==> src/rtl/sys_mem_arbiter_pkg.sv <==
// Shared types for the activation/weight memory arbiter: owner encoding and default address width.
package sys_mem_arbiter_pkg;

  localparam int MEM_ADDR_W = 12;

  typedef enum logic [1:0] {
    OWN_NONE = 2'd0,
    OWN_P0   = 2'd1,
    OWN_P1   = 2'd2
  } arb_owner_t;

  function automatic arb_owner_t port_owner(input logic port);
    return port ? OWN_P1 : OWN_P0;
  endfunction

endpackage

==> src/rtl/sys_mem_rd_tag_pipe.sv <==
// READ_LAT-deep valid + port-id shift register; the last stage qualifies mem_q for the issuing port.
module sys_mem_rd_tag_pipe #(
  parameter int READ_LAT = 1
) (
  input  logic clk,
  input  logic rst_n,
  input  logic i_push,
  input  logic i_port,
  output logic o_rvalid0,
  output logic o_rvalid1,
  output logic o_busy
);

  logic [READ_LAT-1:0] r_vld;
  logic [READ_LAT-1:0] r_tag;

  always_ff @(posedge clk or negedge rst_n) begin
    if (!rst_n) begin
      r_vld <= '0;
      r_tag <= '0;
    end else begin
      r_vld <= (r_vld << 1) | READ_LAT'(i_push);
      r_tag <= (r_tag << 1) | READ_LAT'(i_port);
    end
  end

  assign o_rvalid0 = r_vld[READ_LAT-1] & ~r_tag[READ_LAT-1];
  assign o_rvalid1 = r_vld[READ_LAT-1] &  r_tag[READ_LAT-1];
  assign o_busy    = |r_vld;

endmodule

==> src/rtl/sys_mem_arbiter.sv <==
// Round-robin arbiter with bounded burst lock for the single-port activation/weight memory.
// Optional 32-bit grant/stall counters are built when SYS_MEM_ARB_STATS_EN is defined.
module sys_mem_arbiter
  import sys_mem_arbiter_pkg::*;
#(
  parameter int WIDTH     = 16,
  parameter int ADDR_W    = MEM_ADDR_W,
  parameter int READ_LAT  = 1,
  parameter int MAX_BURST = 16
) (
  input  logic              clk,
  input  logic              rst,
  input  logic              req0,
  input  logic              req1,
  input  logic              lock0,
  input  logic              lock1,
  input  logic              we0,
  input  logic              we1,
  input  logic [ADDR_W-1:0] addr0,
  input  logic [ADDR_W-1:0] addr1,
  input  logic [WIDTH-1:0]  wdata0,
  input  logic [WIDTH-1:0]  wdata1,
  output logic              gnt0,
  output logic              gnt1,
  output logic              rvalid0,
  output logic              rvalid1,
  output logic [WIDTH-1:0]  rdata,
  output logic [ADDR_W-1:0] mem_addr,
  output logic              mem_wren,
  output logic [WIDTH-1:0]  mem_wdata,
  input  logic [WIDTH-1:0]  mem_q,
  output logic              busy,
  output arb_owner_t        dbg_owner,
  output logic [7:0]        dbg_burst_cnt
`ifdef SYS_MEM_ARB_STATS_EN
  ,
  output logic [31:0]       grant_cnt0,
  output logic [31:0]       grant_cnt1,
  output logic [31:0]       stall_cnt0,
  output logic [31:0]       stall_cnt1
`endif
);

  localparam logic [7:0] BURST_MAX = 8'(MAX_BURST);

  // Handshake: a requester holds req/we/addr/wdata until gnt; req&gnt in a cycle is the accepted access.
  arb_owner_t r_owner;
  logic       r_last;
  logic [7:0] r_burst_cnt;

  logic w_own_port, w_own_req, w_own_lock, w_oth_req;
  logic w_hold, w_force, w_gnt0, w_gnt1, w_any_gnt, w_sel_lock;
  logic w_pipe_busy;

  always_comb begin
    w_own_port = (r_owner == OWN_P1);
    w_own_req  = w_own_port ? req1  : req0;
    w_own_lock = w_own_port ? lock1 : lock0;
    w_oth_req  = w_own_port ? req0  : req1;
    w_hold     = (r_owner != OWN_NONE) && w_own_req && w_own_lock;
    w_force    = w_hold && (r_burst_cnt == BURST_MAX) && w_oth_req;
    w_gnt0     = 1'b0;
    w_gnt1     = 1'b0;
    if (rst) begin
      if (w_hold) begin
        // A forced hand-over flips the grant to the waiting port.
        if (w_own_port ^ w_force) w_gnt1 = 1'b1;
        else                      w_gnt0 = 1'b1;
      end else if (req0 && req1) begin
        if (r_last) w_gnt0 = 1'b1;
        else        w_gnt1 = 1'b1;
      end else begin
        w_gnt0 = req0;
        w_gnt1 = req1;
      end
    end
  end

  assign w_any_gnt  = w_gnt0 | w_gnt1;
  assign w_sel_lock = w_gnt1 ? lock1 : lock0;

  always_ff @(posedge clk or negedge rst) begin
    if (!rst) begin
      r_owner     <= OWN_NONE;
      r_last      <= 1'b1;
      r_burst_cnt <= '0;
    end else begin
      if (w_any_gnt) r_last <= w_gnt1;
      if (w_force) begin
        r_owner     <= port_owner(w_gnt1);
        r_burst_cnt <= '0;
      end else if (w_hold) begin
        if (r_burst_cnt != BURST_MAX) r_burst_cnt <= r_burst_cnt + 8'd1;
      end else if (w_any_gnt && w_sel_lock) begin
        r_owner     <= port_owner(w_gnt1);
        r_burst_cnt <= 8'd1;
      end else begin
        r_owner     <= OWN_NONE;
        r_burst_cnt <= '0;
      end
    end
  end

  always_comb begin
    mem_addr  = '0;
    mem_wren  = 1'b0;
    mem_wdata = '0;
    if (w_gnt0) begin
      mem_addr  = addr0;
      mem_wren  = we0;
      mem_wdata = wdata0;
    end else if (w_gnt1) begin
      mem_addr  = addr1;
      mem_wren  = we1;
      mem_wdata = wdata1;
    end
  end

  sys_mem_rd_tag_pipe #(.READ_LAT(READ_LAT)) u_tag_pipe (
    .clk       (clk),
    .rst_n     (rst),
    .i_push    (w_any_gnt & ~mem_wren),
    .i_port    (w_gnt1),
    .o_rvalid0 (rvalid0),
    .o_rvalid1 (rvalid1),
    .o_busy    (w_pipe_busy)
  );

  assign gnt0          = w_gnt0;
  assign gnt1          = w_gnt1;
  assign rdata         = mem_q;
  assign busy          = w_pipe_busy | w_any_gnt;
  assign dbg_owner     = r_owner;
  assign dbg_burst_cnt = r_burst_cnt;

`ifdef SYS_MEM_ARB_STATS_EN
  logic [31:0] r_grant_cnt0, r_grant_cnt1, r_stall_cnt0, r_stall_cnt1;

  always_ff @(posedge clk or negedge rst) begin
    if (!rst) begin
      r_grant_cnt0 <= '0;
      r_grant_cnt1 <= '0;
      r_stall_cnt0 <= '0;
      r_stall_cnt1 <= '0;
    end else begin
      if (w_gnt0 && r_grant_cnt0 != '1)           r_grant_cnt0 <= r_grant_cnt0 + 32'd1;
      if (w_gnt1 && r_grant_cnt1 != '1)           r_grant_cnt1 <= r_grant_cnt1 + 32'd1;
      if (req0 && !w_gnt0 && r_stall_cnt0 != '1) r_stall_cnt0 <= r_stall_cnt0 + 32'd1;
      if (req1 && !w_gnt1 && r_stall_cnt1 != '1) r_stall_cnt1 <= r_stall_cnt1 + 32'd1;
    end
  end

  assign grant_cnt0 = r_grant_cnt0;
  assign grant_cnt1 = r_grant_cnt1;
  assign stall_cnt0 = r_stall_cnt0;
  assign stall_cnt1 = r_stall_cnt1;
`endif

endmodule

==> config.mk <==
export PLATFORM = sky130hd
export DESIGN_NAME = sys_mem_arbiter
export DESIGN_NICKNAME = d
export VERILOG_FILES = /design/src/rtl/sys_mem_arbiter_pkg.sv /design/src/rtl/sys_mem_rd_tag_pipe.sv /design/src/rtl/sys_mem_arbiter.sv
export SDC_FILE = /design/constraint.sdc
export NUM_CORES = 1
export LEC_CHECK = 0
export ABC_AREA = 0
export BUFFER_PORTS_ARGS = -buffer_cell sky130_fd_sc_hd__buf_4
export CORE_ASPECT_RATIO = 0.8
export CORE_MARGIN = 2
export CORE_UTILIZATION = 37
export CTS_CLUSTER_SIZE = 14
export DETAILED_ROUTE_END_ITERATION = 8
export PLACE_DENSITY_LB_ADDON = 0.05
export SYNTH_ARGS = -nofsm -noshare
export SYNTH_HDL_FRONTEND = slang
export SYNTH_SLANG_ARGS = --single-unit
export TNS_END_PERCENT = 50
==> constraint.sdc <==
create_clock -name clk -period 2.6 [get_ports clk]
set_clock_uncertainty 0.2 [all_clocks]
set_input_delay 0 -clock clk [delete_from_list [all_inputs] [get_ports clk]]
set_output_delay 0 -clock clk [all_outputs]
set_load 0.02 [all_outputs]
==> tab_implementation.tex <==
\begin{tabular}{lr}
\hline
Metric & Value \\
\hline
\multicolumn{2}{l}{\textbf{Placement}} \\
\quad Pre-CTS worst setup slack & 0.1234 ns \\
\quad Placer Congestion & 0.8290 \\
\quad Total of buffers placed on input and output ports & 107 \\
\quad Area of placed instances & 2280 um2 \\
\quad Detail Placement HPWL & 3.618 mm \\
\multicolumn{2}{l}{\textbf{Floorplan}} \\
\quad Placeable core area & 3829 um2 \\
\quad Starting Density & 38.95\% \\
\quad Die ar. & 4558 um2 \\
\quad Height of the die & 60.79 um \\
\quad Standard-cell rows & 20 \\
\quad Boundary pin count & 140 \\
\quad Horizontal die dimension & 74.99 um \\
\multicolumn{2}{l}{\textbf{Setup path}} \\
\quad R2r worst-path depth & 9 \\
\quad R2R setup slack & 0.14 ns \\
\quad Reg2reg end & u\_tag\_pipe.o\_busy\$\_DFF\_PN0\_ \\
\quad Arrival @ worst endpoint & 2.43 ns \\
\quad Worst setup EP type & output pin \\
\quad Worst endpoint required time & 2.40 ns \\
\quad Kind of critical path & flip-flop to output pin \\
\quad FF-to-FF Start & dbg\_burst\_cnt[0]\$\_DFFE\_PN0P\_ \\
\quad Category of the worst setup path launch point & flip-flop \\
\quad Critical-path maximum fanout & 7 \\
\multicolumn{2}{l}{\textbf{Routing}} \\
\quad Total routed wirelength & 5.328 mm \\
\quad Routed wire length per instance & 13.95 um \\
\quad Post-detailed-route count of antenna-violating nets & 0 \\
\quad DR iter-0 viols & 87 \\
\quad Via count normalized by instance count & 4.877 \\
\quad Number of iterations in the first detailed-routing pass & 4 \\
\quad DRC viols & 0 \\
\quad DR vias & 1863 \\
\multicolumn{2}{l}{\textbf{Timing}} \\
\quad Setup repair after global routing missed its margin & true \\
\quad Smallest setup slack after layout & -0.03350 ns \\
\quad Worst-case headroom to the max-slew limit & 67.25\% \\
\quad Shortest clock period the worst path allows after layout & 2.633 ns \\
\quad Transition time at the pin with the least slew margin & 0.4912 ns \\
\quad Share of the cycle needed by the critical path after routing & 101.3\% \\
\quad Number of setup violations in the final report & 15 \\
\quad Setup TNS & -0.2303 ns \\
\quad Fmax & 0.3797 GHz \\
\quad Total count of max-transition violations in the final report & 0 \\
\quad Final hold violation count & 0 \\
\multicolumn{2}{l}{\textbf{Hold path}} \\
\quad Hold path start & req1 \\
\quad WHS Endpoint & dbg\_burst\_cnt[1]\$\_DFFE\_PN0P\_ \\
\quad Instance count along the most critical hold path & 4 \\
\quad Type of the most critical hold path & input port to flip-flop \\
\multicolumn{2}{l}{\textbf{Run}} \\
\quad Maximum capacitance violations & 0 \\
\multicolumn{2}{l}{\textbf{Finish}} \\
\quad Number of nets in the layout & 410 \\
\quad Top library cells by usage in the layout, fill and taps aside & sky130\_fd\_sc\_hd\_\_buf\_4 (118), sky130\_fd\_sc\_hd\_\_nand2\_1 (64), sky130\_fd\_sc\_hd\_\_mux2i\_1 (27) \\
\quad Growth of design area from synthesis to finish & 80.96\% \\
\quad Combined area of the multi-input logic cells & 1008 um2 \\
\quad Fillcell total & 340 \\
\quad Area used by sequential logic in the layout & 326.6 um2 \\
\quad Most frequent standard cell in the layout excluding fill and tap cells & sky130\_fd\_sc\_hd\_\_buf\_4 \\
\quad Layout cells sized above 1 & 41.90\% \\
\quad Number of inserted diodes & 0 \\
\quad Non-Filler Cell Area, Final & 2699 um2 \\
\multicolumn{2}{l}{\textbf{Clock tree}} \\
\quad H-Tree Level Count & 1 \\
\quad Number of buffers between clock root and the deepest sink & 2 \\
\quad Clock insertion delay at the later pin of the skew report & 0.24 ns \\
\quad Reg clk slew, reported paths & 0.05 ns \\
\quad Root Buffer & sky130\_fd\_sc\_hd\_\_clkbuf\_8 \\
\quad Number of clock buffers inserted by TritonCTS & 3 \\
\quad Clock tree sinks & 13 \\
\quad CTS tree & built \\
\multicolumn{2}{l}{\textbf{Global route}} \\
\quad Global-route wire length before repair & 7.113 mm \\
\quad Total global routing track utilization & 20.38\% \\
\quad GRT overflow & 0 \\
\quad Number of global-route vias before repair & 1554 \\
\quad Number of antenna violations at the first check in global routing & 0 \\
\quad Pin count of the biggest net entering global routing & 46 \\
\multicolumn{2}{l}{\textbf{Synthesis}} \\
\quad Cell count after synthesis & 202 \\
\quad Synth warnings & 0 \\
\quad Proportion of netlist area held by the largest area contributor & 20.13\% \\
\quad Unique cell type count in the Yosys netlist & 32 \\
\quad Mean cell area of the mapped netlist & 7.383 um2 \\
\quad Sequential area share after synthesis & 21.90\% \\
\quad Cell taking the most area after synthesis & sky130\_fd\_sc\_hd\_\_dfrtp\_1 \\
\quad Cell area after technology mapping & 1491 um2 \\
\quad Cell types with the largest area share after synthesis & sky130\_fd\_sc\_hd\_\_dfrtp\_1 (20\%), sky130\_fd\_sc\_hd\_\_mux2i\_1 (20\%), sky130\_fd\_sc\_hd\_\_nand2\_1 (16\%) \\
\quad Number of synthesized register bits & 13 \\
\quad Syn Nets & 284 \\
\multicolumn{2}{l}{\textbf{Pwr}} \\
\quad Leakage power figure & 0.001362 uW \\
\quad VDD IR-drop max & 0.2188 mV \\
\quad Post-layout total power & 952.5 uW \\
\quad Power density cells & 352.9 nW/um2 \\
\multicolumn{2}{l}{\textbf{Run status}} \\
\quad Run status & complete, but fails checks \\
\quad Violations in the final reports & negative setup slack \\
\hline
\end{tabular}
[cells by family after synthesis]
family	count (synthesis)	share of synthesized area (%)
AOI/OAI and AO/OA	17	7.886
xor gates and xnor gates	5	2.936
adders and majority gates	2	1.678
buffers and inverters	31	13.34
DFF	13	21.90
muxes	31	20.89
and+or+nand+nor	103	31.38
[final cells by class]
cell class	count	share of cell area (%)
inverter	5	0.6954
multi-input combinational	158	37.37
timing repair buffer	147	45.62
clock buffer	4	1.669
tap	55	2.550
sequential	13	12.10
[state kept, by name, indices dropped and copies added, names as in the netlist]
signal	flops
r_last	1
dbg_burst_cnt	8
dbg_owner	2
u_tag_pipe.o_busy	1
u_tag_pipe.r_tag	1
[metal layers]
metal  vias up  global-route usage, %  routed length (um)
met2        85                  34.46                2716
met4         0                  1.531                   0
met3         0                  5.316                 420
met1       855                  27.46                2191
li1        923                      -                   -
met5         -                      0                   0
[through the flow]
step | utilization (%) | hold WS [ns] | cells
5_1_grt | 70.49 | 0.03603 | 382
3_5_place_dp | 59.54 | -0.1999 | 347
6_report | 70.49 | 0.01954 | 382
4_1_cts | 69.35 | 0.01197 | 380
3_3_place_gp | 59.54 | -0.1999 | 347
2_1_floorplan | - | -0.4956 | 202
[Yosys cell counts]
master	count
sky130_fd_sc_hd__a21oi_1	6
sky130_fd_sc_hd__a31oi_1	2
sky130_fd_sc_hd__a32oi_1	2
sky130_fd_sc_hd__a41oi_1	1
sky130_fd_sc_hd__and2_1	3
sky130_fd_sc_hd__and3_1	2
sky130_fd_sc_hd__and4_1	1
sky130_fd_sc_hd__buf_4	16
sky130_fd_sc_hd__buf_6	3
sky130_fd_sc_hd__clkbuf_1	7
sky130_fd_sc_hd__dfrtp_1	12
sky130_fd_sc_hd__dfstp_2	1
sky130_fd_sc_hd__ha_1	2
sky130_fd_sc_hd__inv_1	5
sky130_fd_sc_hd__mux2_1	1
sky130_fd_sc_hd__mux2i_1	30
sky130_fd_sc_hd__nand2_1	64
sky130_fd_sc_hd__nand2b_1	3
sky130_fd_sc_hd__nand3_1	10
sky130_fd_sc_hd__nand3b_1	1
sky130_fd_sc_hd__nand4_1	2
sky130_fd_sc_hd__nand4b_1	1
sky130_fd_sc_hd__nor2_1	8
sky130_fd_sc_hd__nor2b_1	3
sky130_fd_sc_hd__nor3_1	2
sky130_fd_sc_hd__nor4bb_1	1
sky130_fd_sc_hd__o21a_1	1
sky130_fd_sc_hd__o21ai_0	4
sky130_fd_sc_hd__o31ai_4	1
sky130_fd_sc_hd__or4b_1	1
sky130_fd_sc_hd__or4bb_1	1
sky130_fd_sc_hd__xor2_1	5
[worst max path at each step]
| stage | from | endpoint | slack, ns | cells past startpoint |
|---|---|---|---|---|
| 4_1_cts | dbg_burst_cnt[0]$_DFFE_PN0P_ | mem_wdata[13] | -0.02 | 9 |
| 3_5_place_dp | dbg_burst_cnt[0]$_DFFE_PN0P_ | mem_wdata[1] | 0.12 | 8 |
| 2_1_floorplan | dbg_burst_cnt[0]$_DFFE_PN0P_ | mem_addr[0] | -0.005 | 7 |
| 3_3_place_gp | dbg_burst_cnt[0]$_DFFE_PN0P_ | mem_wdata[14] | 0.18 | 8 |
| 6_report | dbg_burst_cnt[0]$_DFFE_PN0P_ | mem_wdata[1] | -0.03 | 9 |
| 5_1_grt | dbg_burst_cnt[0]$_DFFE_PN0P_ | mem_addr[9] | -0.14 | 9 |
[critical path: stages, from the launching register on]
cell                      delay (ns)
sky130_fd_sc_hd__dfrtp_1        0.39
sky130_fd_sc_hd__inv_2          0.08
sky130_fd_sc_hd__ha_4           0.12
sky130_fd_sc_hd__or4bb_1        0.40
sky130_fd_sc_hd__o21a_1         0.22
sky130_fd_sc_hd__o31ai_4        0.28
sky130_fd_sc_hd__buf_6          0.19
sky130_fd_sc_hd__buf_12         0.14
sky130_fd_sc_hd__mux2i_4        0.23
sky130_fd_sc_hd__buf_6          0.14
[power by group]
group	total (uW)	switching (uW)	leakage (uW)	internal [uW]
registers	224	8.55	0.000175	215
clock network	182	73.8	0.0000228	108
logic	546	261	0.00116	285
[what timing repair did]
item                       in CTS  in global routing
pin swaps                       3                  3
hold endpoints to repair       33                  0
gates cloned                    2                  1
hold buffers                   23                  0
buffers inserted                4                  2
gates resized for setup         3                  9
setup endpoints to repair      29                 30
(Power assumes the default switching activity.)
